File: src/rtl/target_select_pkg.sv
// Shared state encoding, image dimensions and clamp helper for the
// multi-target colour selection controller.
package target_select_pkg;

    typedef enum logic [2:0] {
        INITIALIZE = 3'd0,
        SELECTED   = 3'd1,
        CONFIRMED  = 3'd2,
        MOVE       = 3'd3,
        PAUSE      = 3'd4
    } sel_state_t;

    localparam int FULL_W      = 640;
    localparam int FULL_H      = 480;
    localparam int HALF_W      = 320;
    localparam int HALF_H      = 240;
    localparam int MAX_TARGETS = 4;

    // Clamp a signed pixel coordinate into [0, hi].
    function automatic logic [11:0] clamp_coord(input logic signed [13:0] v,
                                                input logic        [11:0] hi);
        logic [11:0] r;
        if (v < 14'sd0) begin
            r = '0;
        end else if (v > $signed({2'b00, hi})) begin
            r = hi;
        end else begin
            r = v[11:0];
        end
        return r;
    endfunction

endpackage

File: src/rtl/window_averager.sv
// Averages an N x N pixel window per RGB444 channel; result registered one
// cycle after the window's last pixel.
module window_averager #(
    parameter int SAMPLE_LOG2 = 1
) (
    input  logic        clk_i,
    input  logic        rst_ni,
    input  logic [10:0] hcount_i,
    input  logic [9:0]  vcount_i,
    input  logic [11:0] cam_i,
    input  logic        frame_start_i,
    input  logic [10:0] x0_i,
    input  logic [9:0]  y0_i,
    output logic [11:0] avg_o,
    output logic        done_o
);

    localparam int          N        = 1 << SAMPLE_LOG2;
    localparam int          AW       = 4 + 2 * SAMPLE_LOG2;
    localparam logic [11:0] WIN_LAST = 12'(N - 1);

    logic [2:0][AW-1:0] acc_q, sum;
    logic [11:0]        avg_q, avg_d;
    logic               done_q;
    logic               armed_q;
    logic [11:0]        px_x, px_y, wx0, wy0;
    logic               in_win, last_px;

    assign px_x = {1'b0, hcount_i};
    assign px_y = {2'b00, vcount_i};
    assign wx0  = {1'b0, x0_i};
    assign wy0  = {2'b00, y0_i};

    // Nothing is collected until a frame_start has been seen, so a reset in
    // mid-frame never produces a partial-window average.
    assign in_win  = armed_q
                   && (px_x >= wx0) && (px_x <= wx0 + WIN_LAST)
                   && (px_y >= wy0) && (px_y <= wy0 + WIN_LAST);
    assign last_px = (px_x == wx0 + WIN_LAST) && (px_y == wy0 + WIN_LAST);

    always_comb begin
        sum   = acc_q;
        avg_d = avg_q;
        for (int c = 0; c < 3; c++) begin
            sum[c]          = acc_q[c] + AW'(cam_i[4*c +: 4]);
            avg_d[4*c +: 4] = 4'(sum[c] >> (2 * SAMPLE_LOG2));
        end
    end

    always_ff @(posedge clk_i or negedge rst_ni) begin
        if (!rst_ni) begin
            acc_q   <= '0;
            avg_q   <= '0;
            done_q  <= 1'b0;
            armed_q <= 1'b0;
        end else begin
            done_q <= 1'b0;
            if (frame_start_i) begin
                acc_q   <= '0;
                armed_q <= 1'b1;
            end else if (in_win) begin
                acc_q <= sum;
                if (last_px) begin
                    avg_q  <= avg_d;
                    done_q <= 1'b1;
                end
            end
        end
    end

    assign avg_o  = avg_q;
    assign done_o = done_q;

endmodule

File: src/rtl/target_select_ctrl.sv
// Cursor motion, window colour sampling and the select/confirm/move state
// machine for up to four colour targets.
module target_select_ctrl
    import target_select_pkg::*;
#(
    parameter int NUM_TARGETS  = 2,
    parameter int SAMPLE_LOG2  = 1,
    parameter int CURSOR_STEP  = 3,
    parameter int ACCEL_FRAMES = 16
) (
    input  logic                      clk_65mhz,
    input  logic                      reset_n,
    input  logic [10:0]               hcount,
    input  logic [9:0]                vcount,
    input  logic [11:0]               cam,
    input  logic                      frame_start,
    input  logic                      dir_up,
    input  logic                      dir_down,
    input  logic                      dir_left,
    input  logic                      dir_right,
    input  logic                      confirm,
    input  logic                      activate,
    input  logic                      next_target,
    input  logic                      half_size,
    input  logic [6:0]                cur_rad,
    output logic [10:0]               cursor_x,
    output logic [9:0]                cursor_y,
    output logic [11:0]               sample_color,
    output logic                      sample_valid,
    output logic [1:0]                target_idx,
    output logic [12*NUM_TARGETS-1:0] goal_pixel,
    output logic [7*NUM_TARGETS-1:0]  goal_rad,
    output logic [NUM_TARGETS-1:0]    goal_valid,
    output logic [2:0]                state,
    output logic                      track,
    output logic                      move
);

    localparam int                HW        = $clog2(ACCEL_FRAMES + 2);
    localparam int                N         = 1 << SAMPLE_LOG2;
    localparam logic [HW-1:0]     HOLD_SAT  = HW'(ACCEL_FRAMES);
    localparam logic signed [13:0] STEP_SLOW = 14'(CURSOR_STEP);
    localparam logic signed [13:0] STEP_FAST = 14'(2 * CURSOR_STEP);
    localparam logic signed [13:0] HALF_N    = 14'(N / 2);
    localparam logic [1:0]        LAST_IDX  = 2'(NUM_TARGETS - 1);

    sel_state_t state_q, state_d;
    logic [1:0] idx_q, idx_d;
    logic [NUM_TARGETS-1:0][11:0] pix_q, pix_d;
    logic [NUM_TARGETS-1:0][6:0]  rad_q, rad_d;
    logic [NUM_TARGETS-1:0]       valid_q, valid_d;
    logic track_q, track_d, move_q, move_d;
    logic conf_d1_q, act_d1_q, next_d1_q;
    logic conf_rise, act_rise, next_rise;

    logic [HW-1:0] hold_q, hold_d;
    logic [10:0]   cursor_x_q, cursor_x_d;
    logic [9:0]    cursor_y_q, cursor_y_d;
    logic signed [13:0] step, dx, dy;
    logic [11:0]   max_x, max_y;
    logic          any_dir, cursor_live;

    logic [10:0] win_x0;
    logic [9:0]  win_y0;
    logic [11:0] avg;
    logic        avg_done;
    logic        sample_valid_q;

    assign conf_rise = confirm & ~conf_d1_q;
    assign act_rise  = activate & ~act_d1_q;
    assign next_rise = next_target & ~next_d1_q;

    assign any_dir     = dir_up | dir_down | dir_left | dir_right;
    assign cursor_live = (state_q == INITIALIZE) || (state_q == SELECTED);
    assign max_x       = half_size ? 12'(HALF_W - 1) : 12'(FULL_W - 1);
    assign max_y       = half_size ? 12'(HALF_H - 1) : 12'(FULL_H - 1);

    // Clamping runs on every live frame_start, so a half_size change pulls a
    // stranded cursor back inside the smaller image even with no direction held.
    always_comb begin
        hold_d     = hold_q;
        cursor_x_d = cursor_x_q;
        cursor_y_d = cursor_y_q;
        step       = (hold_q >= HOLD_SAT) ? STEP_FAST : STEP_SLOW;
        dx         = '0;
        dy         = '0;
        if (dir_right && !dir_left) dx = step;
        else if (dir_left && !dir_right) dx = -step;
        if (dir_down && !dir_up) dy = step;
        else if (dir_up && !dir_down) dy = -step;
        if (frame_start) begin
            if (!any_dir) hold_d = '0;
            else if (hold_q < HOLD_SAT) hold_d = hold_q + HW'(1);
            if (cursor_live) begin
                cursor_x_d = 11'(clamp_coord($signed({3'b000, cursor_x_q}) + dx, max_x));
                cursor_y_d = 10'(clamp_coord($signed({4'b0000, cursor_y_q}) + dy, max_y));
            end
        end
    end

    // Window origin is centred on the cursor but kept fully inside the image.
    assign win_x0 = 11'(clamp_coord($signed({3'b000, cursor_x_q}) - HALF_N, max_x - 12'(N - 1)));
    assign win_y0 = 10'(clamp_coord($signed({4'b0000, cursor_y_q}) - HALF_N, max_y - 12'(N - 1)));

    window_averager #(
        .SAMPLE_LOG2(SAMPLE_LOG2)
    ) u_avg (
        .clk_i        (clk_65mhz),
        .rst_ni       (reset_n),
        .hcount_i     (hcount),
        .vcount_i     (vcount),
        .cam_i        (cam),
        .frame_start_i(frame_start),
        .x0_i         (win_x0),
        .y0_i         (win_y0),
        .avg_o        (avg),
        .done_o       (avg_done)
    );

    always_comb begin
        state_d = state_q;
        idx_d   = idx_q;
        pix_d   = pix_q;
        rad_d   = rad_q;
        valid_d = valid_q;
        if (act_rise) begin
            state_d = INITIALIZE;
            idx_d   = '0;
            valid_d = '0;
        end else begin
            case (state_q)
                INITIALIZE: begin
                    if (conf_rise && sample_valid_q) begin
                        state_d = SELECTED;
                        for (int k = 0; k < NUM_TARGETS; k++) begin
                            if (idx_q == 2'(k)) pix_d[k] = avg;
                        end
                    end else if (next_rise) begin
                        idx_d = (idx_q == LAST_IDX) ? 2'd0 : idx_q + 2'd1;
                    end
                end
                SELECTED: begin
                    if (any_dir) begin
                        state_d = INITIALIZE;
                    end else if (conf_rise) begin
                        for (int k = 0; k < NUM_TARGETS; k++) begin
                            if (idx_q == 2'(k)) begin
                                rad_d[k]   = cur_rad;
                                valid_d[k] = 1'b1;
                            end
                        end
                        if (idx_q != LAST_IDX) begin
                            idx_d   = idx_q + 2'd1;
                            state_d = INITIALIZE;
                        end else begin
                            state_d = CONFIRMED;
                        end
                    end
                end
                CONFIRMED: if (!activate) state_d = MOVE;
                MOVE:      if (conf_rise) state_d = PAUSE;
                PAUSE:     if (conf_rise) state_d = MOVE;
                default:   state_d = INITIALIZE;
            endcase
        end
        track_d = (state_d == SELECTED) || (state_d == CONFIRMED) || (state_d == MOVE);
        move_d  = (state_d == MOVE);
    end

    always_ff @(posedge clk_65mhz or negedge reset_n) begin
        if (!reset_n) begin
            state_q        <= INITIALIZE;
            idx_q          <= '0;
            pix_q          <= '0;
            rad_q          <= '0;
            valid_q        <= '0;
            track_q        <= 1'b0;
            move_q         <= 1'b0;
            conf_d1_q      <= 1'b0;
            act_d1_q       <= 1'b0;
            next_d1_q      <= 1'b0;
            hold_q         <= '0;
            cursor_x_q     <= 11'd15;
            cursor_y_q     <= 10'd15;
            sample_valid_q <= 1'b0;
        end else begin
            state_q        <= state_d;
            idx_q          <= idx_d;
            pix_q          <= pix_d;
            rad_q          <= rad_d;
            valid_q        <= valid_d;
            track_q        <= track_d;
            move_q         <= move_d;
            conf_d1_q      <= confirm;
            act_d1_q       <= activate;
            next_d1_q      <= next_target;
            hold_q         <= hold_d;
            cursor_x_q     <= cursor_x_d;
            cursor_y_q     <= cursor_y_d;
            sample_valid_q <= sample_valid_q | avg_done;
        end
    end

    assign cursor_x     = cursor_x_q;
    assign cursor_y     = cursor_y_q;
    assign sample_color = avg;
    assign sample_valid = sample_valid_q;
    assign target_idx   = idx_q;
    assign goal_pixel   = pix_q;
    assign goal_rad     = rad_q;
    assign goal_valid   = valid_q;
    assign state        = state_q;
    assign track        = track_q;
    assign move         = move_q;

endmodule

File: config.mk
export PLATFORM = sky130hd
export DESIGN_NAME = target_select_ctrl
export DESIGN_NICKNAME = d
export VERILOG_FILES = /design/src/rtl/target_select_pkg.sv /design/src/rtl/window_averager.sv /design/src/rtl/target_select_ctrl.sv
export SDC_FILE = /design/constraint.sdc
export NUM_CORES = 1
export LEC_CHECK = 0
export ABC_AREA = 1
export CORE_ASPECT_RATIO = 0.75
export CORE_MARGIN = 1
export CORE_UTILIZATION = 40
export CTS_BUF_LIST = sky130_fd_sc_hd__clkbuf_2
export CTS_CLUSTER_SIZE = 28
export DETAILED_ROUTE_END_ITERATION = 6
export DONT_BUFFER_PORTS = 1
export GPL_TIMING_DRIVEN = 0
export SYNTH_ARGS = -nofsm -noshare
export SYNTH_HDL_FRONTEND = slang
export SYNTH_SLANG_ARGS = --single-unit
File: constraint.sdc
create_clock -name clk_65mhz -period 5 [get_ports clk_65mhz]
set_input_delay 1 -clock clk_65mhz [delete_from_list [all_inputs] [get_ports clk_65mhz]]
set_output_delay 1 -clock clk_65mhz [all_outputs]
set_load 0.01 [all_outputs]
After elaboration in Yosys (flattened, before gate mapping)
Index checks and enable logic that the tools add are counted.
{"block": "classes", "reduce_logical": 35, "bitwise_logic": 13, "n_lt_le_gt_ge": 14, "addsub": 14, "eq_ne": 18, "muxes": 45}
{"op": "2-to-1 mux 14 bit", "n": 4}
{"op": "2-to-1 mux 10 bit", "n": 5}
{"op": "2-to-1 mux 11 bit", "n": 4}
{"op": "2-to-1 mux 18 bit", "n": 2}
{"op": "less-than comparator 14 x 1 -> 1 bit, second input constant", "n": 2}
{"op": "2-to-1 mux 2 bit", "n": 12}
{"op": "2-to-1 mux 3 bit", "n": 8}
{"op": "subtractor 10 x 1 -> 11 bit, second input constant", "n": 2}
{"op": "adder 6 x 4 -> 6 bit", "n": 3}
{"op": "AND reduction 4 bit", "n": 4}
{"op": "one-hot mux 3 bit (5 select lines)", "n": 1}
{"op": "adder 11 x 14 -> 14 bit", "n": 1}
{"op": "adder 12 x 14 -> 14 bit", "n": 1}
{"op": "greater-than comparator 14 x 10 -> 1 bit", "n": 1}
{"op": "greater-than comparator 14 x 11 -> 1 bit", "n": 1}
{"op": "negation 3 -> 14 bit", "n": 1}
{"op": "greater-than comparator 11 x 13 -> 1 bit", "n": 1}
{"op": "greater-than comparator 12 x 13 -> 1 bit", "n": 1}
{"op": "adder 11 x 1 -> 12 bit, second input constant", "n": 1}
{"op": "== test 10 x 12 -> 1 bit", "n": 1}
{"op": "== test 11 x 12 -> 1 bit", "n": 1}
{"op": "== test 3 x 2 -> 1 bit, second input constant", "n": 4}
{"op": "less-or-equal comparator 10 x 12 -> 1 bit", "n": 1}
{"op": "less-or-equal comparator 11 x 12 -> 1 bit", "n": 1}
{"op": "36 further kinds", "n": 76}
{"block": "word_totals", "word_cells": 162, "inputBits": 51, "output_inout_bits": 81, "reg_bits": 109}

Logic depth before layout (Yosys ltp)
{"block": "depth", "ltp_word": 12, "mapped_depth": 39, "ltp_nobuf": 38}

By module
Synthesis repeated with hierarchy kept, for this count alone.
{"block": "hier_totals", "hier_cells": 1309, "hier_area_um2": 9322.7}
{"module": "target_select_ctrl", "cells_each": 837, "area_per_inst_um2": 5793.1, "seq_area_each_um2": 1936.9, "n_inst": 1}
{"module": "window_averager", "cells_each": 472, "area_per_inst_um2": 3529.6, "seq_area_each_um2": 800.8, "n_inst": 1}

Worst setup path after synthesis
Ideal clock, no wire load.
{"block": "synth_path", "path_kind": "register to register", "start": "register cursor_y_q[0] (netlist: cursor_y[0])", "end": "register u_avg.avg_q[10] (netlist: u_avg.avg_o[10])", "required_time_ps": 4870, "arrival_ps": 4523, "path_buffers": 1, "path_stages_with_launch": 39, "setup_ps": 130, "setup_slack_ps": 347, "period_less_slack_ps": 4653, "path_cell_list": "dfstp_2 inv_1 ha_1 nand2_1 xor2_1 inv_1 ha_1 inv_1 nor2_1 nand4_1 nand2_1 nand2_1 nand2_1 nand2_1 nand2_1 nand2_4 nand2_4 inv_2 [... 3 more ...] nand3_1 nor2_2 nand3_1 nand2_1 nand2_1 ha_1 nand2_1 nor4_1 nand2_1 nand2_1 nand3_1 nor2_1 nand2_1 inv_2 nand2_1 buf_2 nand2_1 o21ai_0"}
{"block": "synth_between", "elab_chain_len": 8, "word_cells_on_any_way": 13, "cone_classes": "add/sub: 2; order compare: 4; eq/ne: 1; mux: 2; reduce/logical: 4"}
{"item": "start, declared", "line_no": "target_select_ctrl.sv:58", "source": "logic [9:0] cursor_y_q, cursor_y_d;"}
{"item": "start signal, assigned", "line_no": "target_select_ctrl.sv:199", "source": "cursor_y_q <= cursor_y_d;"}
{"item": "subtractor 10 x 1 -> 11 bit *", "line_no": "target_select_ctrl.sv:103", "source": "assign win_y0 = 10'(clamp_coord($signed({4'b0000, cursor_y_q}) - HALF_N, max_y - 12'(N - 1)));"}
{"item": "greater-than comparator 11 x 13 -> 1 bit", "line_no": "target_select_pkg.sv:25", "source": "end else if (v > $signed({2'b00, hi})) begin"}
{"item": "2-to-1 mux 10 bit", "line_no": "target_select_pkg.sv:25"}
{"item": "2-to-1 mux 10 bit *", "line_no": "target_select_pkg.sv:23", "source": "if (v < 14'sd0) begin"}
{"item": "adder 10 x 1 -> 11 bit / greater-or-equal comparator 10 bit (equally long branches)", "line_no": "window_averager.sv:38, window_averager.sv:39"}
{"item": "less-or-equal comparator 10 x 12 -> 1 bit, or another cell as far along", "line_no": "window_averager.sv:38", "source": "&& (px_y >= wy0) && (px_y <= wy0 + WIN_LAST);"}
{"item": "logical AND 1 bit (on tied branches)", "line_no": "window_averager.sv:38, window_averager.sv:39"}
{"item": "AND reduction 3 bit (no source line) *"}
{"item": "end signal, assigned", "line_no": "window_averager.sv:64", "source": "avg_q <= avg_d;"}
{"item": "end, declared", "line_no": "window_averager.sv:23", "source": "logic [11:0] avg_q, avg_d;"}
Mark *: on every way between the ends. The rest lies on a longest branch, timed or not.
A chain may end at the register's enable or synchronous reset.

Worst setup path after layout
{"block": "layout_path", "start": "register cursor_x_q[0] (netlist: cursor_x[0])", "end": "register u_avg.avg_q[8] (netlist: u_avg.avg_o[8])"}
{"block": "layout_between", "elab_chain_len": 10, "word_cells_on_any_way": 15, "cone_classes": "add/sub: 2; order compare: 4; eq/ne: 1; mux: 2; reduce/logical: 6"}
{"item": "start, declared", "line_no": "target_select_ctrl.sv:57", "source": "logic [10:0] cursor_x_q, cursor_x_d;"}
{"item": "start signal, assigned", "line_no": "target_select_ctrl.sv:198", "source": "cursor_x_q <= cursor_x_d;"}
{"item": "subtractor 11 x 1 -> 12 bit *", "line_no": "target_select_ctrl.sv:102", "source": "assign win_x0 = 11'(clamp_coord($signed({3'b000, cursor_x_q}) - HALF_N, max_x - 12'(N - 1)));"}
{"item": "greater-than comparator 12 x 13 -> 1 bit", "line_no": "target_select_pkg.sv:25"}
{"item": "2-to-1 mux 11 bit", "line_no": "target_select_pkg.sv:25"}
{"item": "2-to-1 mux 11 bit *", "line_no": "target_select_pkg.sv:23"}
{"item": "adder 11 x 1 -> 12 bit / greater-or-equal comparator 11 bit (equally long branches)", "line_no": "window_averager.sv:37, window_averager.sv:39"}
{"item": "less-or-equal comparator 11 x 12 -> 1 bit / logical AND 1 bit (equally long branches)", "line_no": "window_averager.sv:37", "source": "&& (px_x >= wx0) && (px_x <= wx0 + WIN_LAST)"}
{"item": "logical AND 1 bit", "line_no": "window_averager.sv:37"}
{"item": "logical AND 1 bit (2 in series)", "line_no": "window_averager.sv:38"}
{"item": "AND reduction 3 bit (no source line) *"}
Marks and branches as above.

==> impl_metrics.env <==
export IMPL_status="completed"
export IMPL_drcViolationCount=0
export IMPL_num_rows=45
export IMPL_viasPerCell=5.03
export IMPL_ys_seq_area_frac=0.320
export IMPL_multi_input_area_um2=5480
export IMPL_met2_usage=0.303
export IMPL_die_x_um=171
export IMPL_syn_inst=1151
export IMPL_clk_insertion_delay_late_ns=0.63
export IMPL_ys_warnings_count=0
export IMPL_grt_overflow_total=0
export IMPL_regToRegEndpoint="u_avg.avg_o[8]"
export IMPL_reg2reg_from="cursor_x[0]"
export IMPL_synth_top_family_by_area="simple AND/OR/NAND/NOR gates"
export IMPL_arrival_ns=5.37
export IMPL_finalHoldViolCount=0
export IMPL_ant_nets=0
export IMPL_max_stage_delay_ns=0.74
export IMPL_syn_avg_cell_area_um2=7.44
export IMPL_synth_top_area_frac=0.295
export IMPL_endpoint_kind="flop"
export IMPL_start_util=0.415
export IMPL_cp_start_kind="flop"
export IMPL_grt_max_degree=102
export IMPL_yosys_area_share_xor_xnor=0.0450
export IMPL_synth_area_top_cells="dfrtp_1 30%, ha_1 14%, nand2_1 11%, inv_1 7.4%, o21ai_0 6.1%"
export IMPL_fin_ws_ns=0.151
export IMPL_synth_compound_area_share=0.121
export IMPL_port_buffers=0
export IMPL_register_area_um2=2740
export IMPL_synthFlopType="dfrtp_1"
export IMPL_htree_levels=3
export IMPL_cts_buffer_depth=2
export IMPL_wl_per_cell_um=15.0
export IMPL_p_leak_nw=4.95
export IMPL_grt_pass1_wl_um=35500
export IMPL_sw_frac_of_total=0.519
export IMPL_crit_start="cursor_x[0]"
export IMPL_slew_limit_headroom=0.425
export IMPL_finalPower_mw=5.28
export IMPL_grt_busiest_layer="met2"
export IMPL_hp_class="input port to asynchronous set/reset pin"
export IMPL_cp_slowest_cell="dfstp_2"
export IMPL_finalNetCount=1355
export IMPL_nFillCells=2096
export IMPL_drive_gt1_frac=0.147
export IMPL_gp_congestion=0.887
export IMPL_syn_to_final_growth_pct=14.6
export IMPL_cts_sinks=109
export IMPL_cp_max_fo=5
export IMPL_cts_tree="yes"
export IMPL_die_y_um=129
export IMPL_cp_num_buf_inv=6
export IMPL_crit_top_cell="nand2_2"
export IMPL_period_share=0.970
export IMPL_use_met3=0.0461
export IMPL_synth_top_cell_by_area="dfrtp_1"
export IMPL_path_delay_family="simple AND/OR/NAND/NOR gates"
export IMPL_dr_pass1_iters=5
export IMPL_grt_use_met1=0.302
export IMPL_p_int_mw=2.54
export IMPL_setup_tns_ns=0
export IMPL_synthAdderAreaFrac=0.153
export IMPL_yosys_area_share_simple=0.275
export IMPL_synthArstFlopShare=1.00
export IMPL_rrSetupSlack_ns=0.15
export IMPL_skew_ns=0.0425
export IMPL_synth_cell_types=50
export IMPL_p_clk_frac=0.085
export IMPL_core_area_um2=20600
export IMPL_cp_required_ns=5.52
export IMPL_wirelength_um=22400
export IMPL_powerDensity_nw_per_um2=538
export IMPL_synth_edf_count=0
export IMPL_die_area_um2=22000
export IMPL_route_vias_total=7495
export IMPL_tightestPinTransition_ns=0.859
export IMPL_pin_count=132
export IMPL_period_needed_ns=4.85
export IMPL_combPwrFrac=0.673
export IMPL_dp_slack_ns=-0.617
export IMPL_critical_path_class="flop to flop"
export IMPL_synth_area_mux_share=0
export IMPL_grt_pass1_vias=7025
export IMPL_fin_util=0.476
export IMPL_dpl_hpwl_um=17200
export IMPL_cts_root_buf="clkbuf_2"
export IMPL_ys_ff_latch=109
export IMPL_drt_iter0_markers=411
export IMPL_max_cap_viol_count=0
export IMPL_ir_drop_mv=0.204
export IMPL_drv_slew=0
export IMPL_syn_area_um2=8560
export IMPL_fmax_ghz=0.206
export IMPL_antenna_found_initial=1
export IMPL_setup_viol=0
export IMPL_numCtsBuffers=9
export IMPL_grtUsageTotal=0.204
export IMPL_cts_clk_slew_worst_paths_ns=0.31
export IMPL_grt_setup_unrepaired="yes"
export IMPL_worst_r2r_cell_count=31
export IMPL_power_switching_mw=2.74
export IMPL_seqPwrFrac=0.242
[synthesized netlist by cell type (4+ instances only)]
library cell	count
xnor2_1	12
ha_1	97
nand3_1	93
a21oi_1	54
nor2_2	9
nor2_4	4
nand3_2	6
o21ai_0	105
clkbuf_1	13
nor2_1	79
xor2_1	32
nor3_1	13
inv_2	7
fa_1	5
nand4_1	22
inv_1	168
dfstp_2	8
nand3_4	4
o21bai_1	5
dfrtp_1	101
o22ai_1	6
nand2_1	262
[metrics by stage]
step | instance area [um2] | instances | hold WS [ns]
finish | 9820 | 1490 | 0.162
global route | 9820 | 1490 | 0.0899
CTS | 9240 | 1461 | 0.106
detailed placement | 8920 | 1434 | 0.417
global placement | 8920 | 1434 | 0.416
floorplan | 8570 | 1152 | 0.410
[final cells by class]
cell class,instances,share of cell area
diodes,1,0.000255
flip-flops and latches,109,0.279
clock inverters,6,0.00803
inverters,178,0.0704
repair buffers,39,0.0326
plain buffers,15,0.0103
clock buffers,10,0.00510
well taps,282,0.0359
multi-input cells,850,0.558
[repair_timing]
item,CTS,global route
gates cloned,0,2
gates resized for setup,33,94
endpoints found under the hold margin,101,0
setup endpoints to repair,31,32
hold buffers,1,0
buffers inserted,10,26
pin swaps,8,23
[cells by family after synthesis]
kind of cell / count (synthesis)
buf+inv: 193
other cells: 1
compound gates: 190
flops: 109
fa+ha+maj: 102
xor+xnor: 44
simple gates: 512
[worst max-delay path by stage]
stage	end	slack, ns	cells after the start
global route	u_avg.avg_o[4]	-0.13	36
CTS	u_avg.avg_o[7]	0.01	35
detailed placement	u_avg.done_o	-0.62	31
global placement	u_avg.done_o	-0.60	31
floorplan	u_avg.avg_o[10]	0.35	38
finish	u_avg.avg_o[8]	0.15	31
[worst reg2reg max path: cells and delay by family (launching register included)]
kind | cells | cell delay, ns
buffers and inverters | 6 | 0.79
XOR/XNOR | 1 | 0.17
flip-flops | 1 | 0.74
AO/OA/AOI/OAI | 2 | 0.24
AND/OR/NAND/NOR | 19 | 2.06
adder cells (fa/ha/maj) | 3 | 0.77
[cell usage in the layout (no fill, tap or decap), types with 4 or more instances in the layout]
cell / instances
a21oi_1: 52
a21oi_2: 4
buf_4: 37
clkbuf_1: 10
clkbuf_2: 10
dfrtp_1: 100
dfstp_2: 8
fa_1: 5
ha_1: 88
ha_4: 9
inv_1: 162
inv_2: 6
inv_4: 7
nand2_1: 241
nand2_2: 19
nand2_4: 6
nand3_1: 87
nand3_2: 7
nand3_4: 9
nand4_1: 22
nor2_1: 72
nor2_2: 13
nor2_4: 7
nor3_1: 11
o21ai_0: 93
o21ai_1: 8
o21ai_2: 6
o21bai_1: 5
o22ai_1: 5
xnor2_1: 12
xor2_1: 31
[power groups by stage]
stage                     sequential, mW  combinational, mW  clock, mW
after global placement              1.28               2.92          0
final                               1.28               3.55      0.450
after detailed placement            1.28               2.97          0
after CTS                           1.27               3.08      0.474
after floorplan                     1.19               2.40          0
after global routing                1.30               4.09      0.510
[state kept, by name, summed over array words and instances (netlist names), 2 cells and up]
| name | count |
|---|---|
| hold_q | 5 |
| goal_rad | 14 |
| u_avg.acc_q | 18 |
| goal_valid | 2 |
| cursor_y | 10 |
| target_idx | 2 |
| cursor_x | 11 |
| state | 3 |
| goal_pixel | 24 |
| u_avg.avg_o | 12 |
[routing by layer]
metal | part of all wire | up-vias | wire [um]
met5 | 0 | - | 0
met4 | 0.0092 | 0 | 205
met3 | 0.057 | 20 | 1270
met2 | 0.42 | 135 | 9460
met1 | 0.51 | 3458 | 11400
li1 | - | 3882 | -
No activity file was read; power rests on OpenSTA's default activity.
